===== src/rtl/vec_issue_seq.sv =====
// Vector issue sequencer: splits a decoded instruction into 4-lane beats.
// Define VSEQ_OVERLAP_EN to let the next instruction be accepted on a completing last beat.
module vec_issue_seq (
    input  logic       clk,
    input  logic       rst_n,
    input  logic       in_valid,
    output logic       in_ready,
    input  logic [4:0] reg_dst,
    input  logic [4:0] reg_s,
    input  logic [4:0] reg_t,
    input  logic       reg_write,
    input  logic       mem_read,
    input  logic       mem_write,
    input  logic [2:0] alu_op,
    input  logic [5:0] vlen,
    input  logic       mem_ready,
    input  logic       flush,
    output logic       issue_valid,
    output logic [3:0] lane_en,
    output logic [4:0] elem_idx,
    output logic [2:0] alu_op_q,
    output logic [4:0] dst_q,
    output logic       wb_en,
    output logic       mem_req,
    output logic       busy,
    output logic       done
);

`ifdef VSEQ_OVERLAP_EN
    localparam bit Overlap = 1'b1;
`else
    localparam bit Overlap = 1'b0;
`endif

    typedef enum logic [1:0] {StIdle, StIssue, StStall, StDone} state_e;

    state_e     state_q, state_d;
    logic [2:0] beat_q, beat_d;
    logic [2:0] last_q, last_d;
    logic [1:0] rem_q, rem_d;
    logic [2:0] lat_alu_q, lat_alu_d;
    logic [4:0] lat_dst_q, lat_dst_d;
    logic       lat_rw_q, lat_rw_d;
    logic       lat_mem_q, lat_mem_d;

    logic       issue_q, issue_d;
    logic [3:0] lane_q, lane_d;
    logic [4:0] idx_q, idx_d;
    logic       wb_q, wb_d;
    logic       memreq_q, memreq_d;
    logic       busy_q, busy_d;
    logic       done_q, done_d;
    logic       rdy_q, rdy_d;

    logic [5:0] vlen_c;
    logic [5:0] vsum;
    logic [3:0] nbeats;
    logic       active;
    logic       beat_done;
    logic       is_last;
    logic       hazard;
    logic       accept;

    assign vlen_c    = (vlen > 6'd32) ? 6'd32 : vlen;
    assign vsum      = vlen_c + 6'd3;
    assign nbeats    = vsum[5:2];
    assign active    = (state_q == StIssue) || (state_q == StStall);
    assign beat_done = active && (!lat_mem_q || mem_ready);
    assign is_last   = (beat_q == last_q);
    // Incoming instruction reads the register the in-flight one is about to write.
    assign hazard    = lat_rw_q && ((reg_s == lat_dst_q) || (reg_t == lat_dst_q));

    assign in_ready  = rdy_q || (Overlap && beat_done && is_last && !hazard);
    assign accept    = in_valid && in_ready && !flush;

    always_comb begin
        state_d   = state_q;
        beat_d    = beat_q;
        last_d    = last_q;
        rem_d     = rem_q;
        lat_alu_d = lat_alu_q;
        lat_dst_d = lat_dst_q;
        lat_rw_d  = lat_rw_q;
        lat_mem_d = lat_mem_q;
        done_d    = 1'b0;

        if (flush) begin
            state_d = StIdle;
            beat_d  = '0;
        end else begin
            unique case (state_q)
                StIdle: state_d = StIdle;
                StIssue, StStall: begin
                    if (!beat_done) begin
                        state_d = StStall;
                    end else if (!is_last) begin
                        state_d = StIssue;
                        beat_d  = beat_q + 3'd1;
                    end else if (!accept) begin
                        state_d = StDone;
                    end else begin
                        // Old instruction retires in the same cycle the new one starts.
                        done_d = 1'b1;
                    end
                end
                StDone:  state_d = StIdle;
                default: state_d = StIdle;
            endcase

            if (accept) begin
                lat_alu_d = alu_op;
                lat_dst_d = reg_dst;
                lat_rw_d  = reg_write;
                lat_mem_d = mem_read || mem_write;
                beat_d    = '0;
                last_d    = nbeats[2:0] - 3'd1;
                rem_d     = vlen_c[1:0];
                state_d   = (vlen_c == 6'd0) ? StDone : StIssue;
            end
        end

        if (state_d == StDone) begin
            done_d = 1'b1;
        end

        issue_d = (state_d == StIssue) || (state_d == StStall);
        lane_d  = '0;
        idx_d   = '0;
        if (issue_d) begin
            idx_d  = {beat_d, 2'b00};
            lane_d = ((beat_d == last_d) && (rem_d != 2'd0)) ?
                     ((4'd1 << rem_d) - 4'd1) : 4'hF;
        end
        wb_d     = issue_d && lat_rw_d;
        memreq_d = issue_d && lat_mem_d;
        busy_d   = (state_d != StIdle);
        rdy_d    = (state_d == StIdle);
    end

    always_ff @(posedge clk or negedge rst_n) begin
        if (!rst_n) begin
            state_q   <= StIdle;
            beat_q    <= '0;
            last_q    <= '0;
            rem_q     <= '0;
            lat_alu_q <= '0;
            lat_dst_q <= '0;
            lat_rw_q  <= 1'b0;
            lat_mem_q <= 1'b0;
            issue_q   <= 1'b0;
            lane_q    <= '0;
            idx_q     <= '0;
            wb_q      <= 1'b0;
            memreq_q  <= 1'b0;
            busy_q    <= 1'b0;
            done_q    <= 1'b0;
            rdy_q     <= 1'b0;
        end else begin
            state_q   <= state_d;
            beat_q    <= beat_d;
            last_q    <= last_d;
            rem_q     <= rem_d;
            lat_alu_q <= lat_alu_d;
            lat_dst_q <= lat_dst_d;
            lat_rw_q  <= lat_rw_d;
            lat_mem_q <= lat_mem_d;
            issue_q   <= issue_d;
            lane_q    <= lane_d;
            idx_q     <= idx_d;
            wb_q      <= wb_d;
            memreq_q  <= memreq_d;
            busy_q    <= busy_d;
            done_q    <= done_d;
            rdy_q     <= rdy_d;
        end
    end

    assign issue_valid = issue_q;
    assign lane_en     = lane_q;
    assign elem_idx    = idx_q;
    assign alu_op_q    = lat_alu_q;
    assign dst_q       = lat_dst_q;
    assign wb_en       = wb_q;
    assign mem_req     = memreq_q;
    assign busy        = busy_q;
    assign done        = done_q;

endmodule


===== config.mk =====
export PLATFORM = sky130hd
export DESIGN_NAME = vec_issue_seq
export DESIGN_NICKNAME = d
export VERILOG_FILES = /design/src/rtl/vec_issue_seq.sv
export SDC_FILE = /design/constraint.sdc
export NUM_CORES = 1
export LEC_CHECK = 0
export CAP_MARGIN = 5
export CORE_MARGIN = 3
export CORE_UTILIZATION = 35
export CTS_CLUSTER_DIAMETER = 30
export DETAILED_ROUTE_END_ITERATION = 6
export DONT_BUFFER_PORTS = 1
export GPL_TIMING_DRIVEN = 0
export SLEW_MARGIN = 15
export SYNTH_ARGS = -nofsm -noshare
export SYNTH_HDL_FRONTEND = slang
export SYNTH_SLANG_ARGS = --single-unit

===== constraint.sdc =====
create_clock -name clk -period 4.9 [get_ports clk]
set_input_delay 1.225 -clock clk [delete_from_list [all_inputs] [get_ports clk]]
set_output_delay 1.225 -clock clk [all_outputs]
set_load 0.02 [all_outputs]

==> impl_summary.txt <==
----------------------------------------------------
[Run status]
  Status ... complete, no violations

[Synthesis]
  Share of synthesized cell area in full adder, half adder and majority cells ... 3.31%
  Synth Cell Area ... 0.00151 mm^2
  Largest family of logic cells by synthesized area ... simple AND/OR/NAND/NOR gates
  Main flop type after synthesis ... sky130_fd_sc_hd__dfrtp_1
  Top post-synthesis cells by area ... sky130_fd_sc_hd__dfrtp_1 (55%), sky130_fd_sc_hd__nand2_1 (8.9%), sky130_fd_sc_hd__xnor2_1 (4.1%), sky130_fd_sc_hd__ha_1 (3.3%), sky130_fd_sc_hd__inv_1 (2.0%)
  Sequential fraction of the synthesis area ... 54.7%
  Post-synthesis share of cell area spent on and, or, nand and nor gates ... between 10% and 20%
  Cell with the most instances after synthesis ... sky130_fd_sc_hd__nand2_1
  Number of synthesized flops with an enable pin ... 0
  Fraction of the mapped netlist area in compound gates ... 10.9%
  Warning count from the yosys run ... 0
  Fraction of synthesized area in multiplexers ... 1.33%
  Ys async rst share ... 100%
  Top-area cell type share of the netlist area ... 54.7%
  Top post-synthesis cells by count ... sky130_fd_sc_hd__nand2_1 (36), sky130_fd_sc_hd__dfrtp_1 (33), sky130_fd_sc_hd__inv_1 (8)
  Number of distinct library cells after synthesis ... 35
  Mean Syn Cell Area ... 10.3 um^2
  FF+latch count, synth ... 33
  Area share of xor/xnor cells in the synthesized design ... 6.46%
  Largest area contributor in the synthesized netlist ... sky130_fd_sc_hd__dfrtp_1
  Post-synthesis instance total ... between 100 and 150

[Die]
  Placement row count ... 23
  Die X-Extent ... 71.7 um
  Initial cell density of the core ... 37.0%
  Die outline area ... 0.00514 mm^2
  Number of I/O pins ... 55
  Placeable core region ... about 0.004 mm^2
  Height of the chip ... 71.7 um

[Detailed routing]
  Routed via count ... 1023
  DRC viols ... 0
  First drt pass iteration count ... 4
  Wire per inst ... approximately 14 um
  Detail Route Antenna Nets ... 0
  Ratio of routed vias to standard cells ... 4.97
  Final WL ... 2900 um
  DRC marker count from the first detailed-route iteration ... 43

[STA]
  Hold slack final ... 470 ps
  Worst Clk Skew ... 4.87 ps
  Post-route clock period utilization ... 57.6%
  Max Fclk ... 0.354 GHz
  Setup-violating endpoint count in the final report ... 0
  Final Slew Violations ... 0
  Final worst-path setup slack ... slightly above 2000 ps
  Final critical-path required period ... 2820 ps
  Hold violation count in the final report ... 0
  Unrepaired setup endpoints after global routing ... false
  Sum Neg Setup Slack ... 0 ps

[Place]
  DPL Wire Length ... 2260 um
  Input/output buffers ... 0
  Routability congestion estimate from global placement ... 0.787
  Cell count after placement ... 198
  Setup slack at placement ... ~1700 ps

[Power and ir drop]
  Worst voltage drop across the vdd grid ... ~0.23 mV
  Leakage dissipation ... 0.806 nW
  Internal cell power ... between 0.0006 and 0.0007 W
  Proportion of total power due to net switching ... 37.8%
  Power density over the cells ... 612 mW/mm^2
  Clock power share ... approximately a quarter
  Logic pwr share ... 25.8%
  Sequential share of power ... 49.3%
  Net switching power ... 0.000392 W

[Finish]
  Diodes inserted ... 0
  Number of standard cells in the final layout excluding fillers ... 206
  Layout area overhead ... 12.1%
  Number of fill cells in the layout ... 399
  Share of post-route cells with drive strength above 1 ... 10.9%
  Number of nets at the end of the flow ... ~190

[Clocking]
  Clock Path Buffers ... 2
  Number of buffers inserted to repair setup after CTS ... 0
  Number of CTS-inserted buffers ... 5
  Number of buffers added to fix hold violations after cts ... 0
  Source-to-sink clock delay at the later pin of the worst-skew pair ... 280 ps
  TritonCTS clock tree ... done
  Total of cells resized after clock tree synthesis ... 0
  Count of H-tree levels built during CTS ... 2
  Clock tree root driver cell ... sky130_fd_sc_hd__clkbuf_8
  CTS Sinks ... 33
  Clock-pin slew on the worst setup and hold paths ... roughly 60 ps

[Worst setup path]
  Stage delay of the slowest cell on the critical path ... 290 ps
  Cell at the slowest stage of the critical path ... sky130_fd_sc_hd__or2_2
  CP Depth ... 9
  Most used cell along the critical path ... sky130_fd_sc_hd__xnor2_1
  Endpoint type of the worst setup path ... flip-flop
  Type of the worst setup path ... in -> reg
  Family of cells with the greatest summed delay on the critical path ... XOR/XNOR gates
  Crit path required time ... slightly above 5000 ps
  Buf/Inv on CP ... 0
  Worst reg-to-reg path cell count ... 7
  Arrival time at the worst endpoint ... 2970 ps
  Crit path max fanout ... 3
  Startpoint types ... primary input
  CP cell instances ... nor2_1 > xor2_1 > or2_2 > ha_1 > xnor2_1 > xnor2_1 > o21ai_0 > xnor2_1 > a41oi_1

[GRT]
  Wire length of the first global-routing pass ... 4860 um
  Tot GR Track Use ... 12.7%
  Via count of the first global-routing pass ... 1111
  Pin count of the biggest net entering global routing ... 34
  Initial antenna violation count ... 0
  Total congestion overflow ... 0

[Job]
  Max Cap Viol ... 0

[Worst hold path]
  Worst Hold Depth ... 2
  Tightest Hold Check Type ... reg -> reg

----------------------------------------------------
==> worst reg2reg max path, delay by kind of cell (launching register included) <==
| kind | cells | cell delay (ps) |
|---|---|---|
| AO/OA/AOI/OAI | 1 | 180 |
| adder cells (fa/ha/maj) | 1 | 440 |
| buffers and inverters | 2 | 520 |
| flip-flops | 1 | 520 |
| AND/OR/NAND/NOR | 3 | 610 |
==> layer usage <==
metal  GRT usage, %  wire, um  vias up
met2           19.8      1320       52
li1               -         -      494
met1           14.6      1210      471
met3           5.33       331        6
met5              0         0        -
met4           7.52        40        0
==> power groups by stage <==
stage | Clock [W] | Sequential [W] | Combinational [W]
after floorplan | 0 | 0.000501 | 0.000221
after global placement | 0 | 0.000515 | 0.000260
after detailed placement | 0 | 0.000518 | 0.000268
after CTS | 0.000266 | 0.000513 | 0.000271
after global routing | 0.000284 | 0.000521 | 0.000305
final | 0.000258 | 0.000511 | 0.000267
==> cell type report <==
class                      instances  area [um^2]  share of cell area [%]
buffer                             7         33.8                    2.00
tap                               50         62.6                    3.70
clock inverter                     1         30.0                    1.77
sequential                        33          826                    48.8
inverter                           8         30.0                    1.77
clock buffer                       7         86.3                    5.10
multi-input combinational        100          624                    36.9
==> metrics by stage <==
stage                     total power, W  cell area (um^2)  utilization (%)
after floorplan                 0.000721              1510                -
after global placement          0.000775              1580             38.6
after detailed placement        0.000786              1580             38.6
after CTS                        0.00105              1690             41.4
after global routing             0.00111              1690             41.4
final                            0.00104              1690             41.4
==> cell usage in the layout, fill, tap and decap left out, types with 3 or more instances in the layout <==
cell type	Yosys	routed
sky130_fd_sc_hd__a21oi_1	3	3
sky130_fd_sc_hd__inv_1	8	8
sky130_fd_sc_hd__o21ai_0	4	4
sky130_fd_sc_hd__ha_1	4	4
sky130_fd_sc_hd__nand2b_1	4	4
sky130_fd_sc_hd__xnor2_1	7	7
sky130_fd_sc_hd__and2_1	3	3
sky130_fd_sc_hd__dfrtp_1	33	33
sky130_fd_sc_hd__nand2_1	36	36
sky130_fd_sc_hd__clkbuf_1	4	5
sky130_fd_sc_hd__clkbuf_8	0	6
sky130_fd_sc_hd__nor2_1	7	7
==> state kept, by name, summed over array words and instances (netlist names), 2 cells and up <==
name      count
beat_q        3
lane_en       4
rem_q         2
elem_idx      3
state_q       2
alu_op_q      3
dst_q         5
last_q        3
==> final timing paths <==
path | startpoint | to | slack (ps)
worst min-delay path | lat_rw_q$_DFF_PN0_ | lat_rw_q$_DFF_PN0_ | 470
worst min register to register | lat_rw_q$_DFF_PN0_ | lat_rw_q$_DFF_PN0_ | 470
worst max register to register | in_ready$_DFF_PN0_ | elem_idx[3]$_DFF_PN0_ | 2550
worst max-delay path | vlen[0] | lane_en[1]$_DFF_PN0_ | 2080
min in group asynchronous | rst_n | alu_op_q[1]$_DFFE_PN0P_ | 630
max in group asynchronous | rst_n | rem_q[0]$_DFF_PN0_ | 4190
==> kinds of logic (layout without fill, tap and decap cells) <==
group                      count (synthesis)  count (layout)
AOI/OAI and AO/OA                         21              21
xor gates and xnor gates                   9               9
adders and majority gates                  4               4
buffers and inverters                     15              23
DFF                                       33              33
muxes                                      2               2
other                                      1               2
and+or+nand+nor                           62              62
Note: power is estimated with default switching activity, not from simulation.
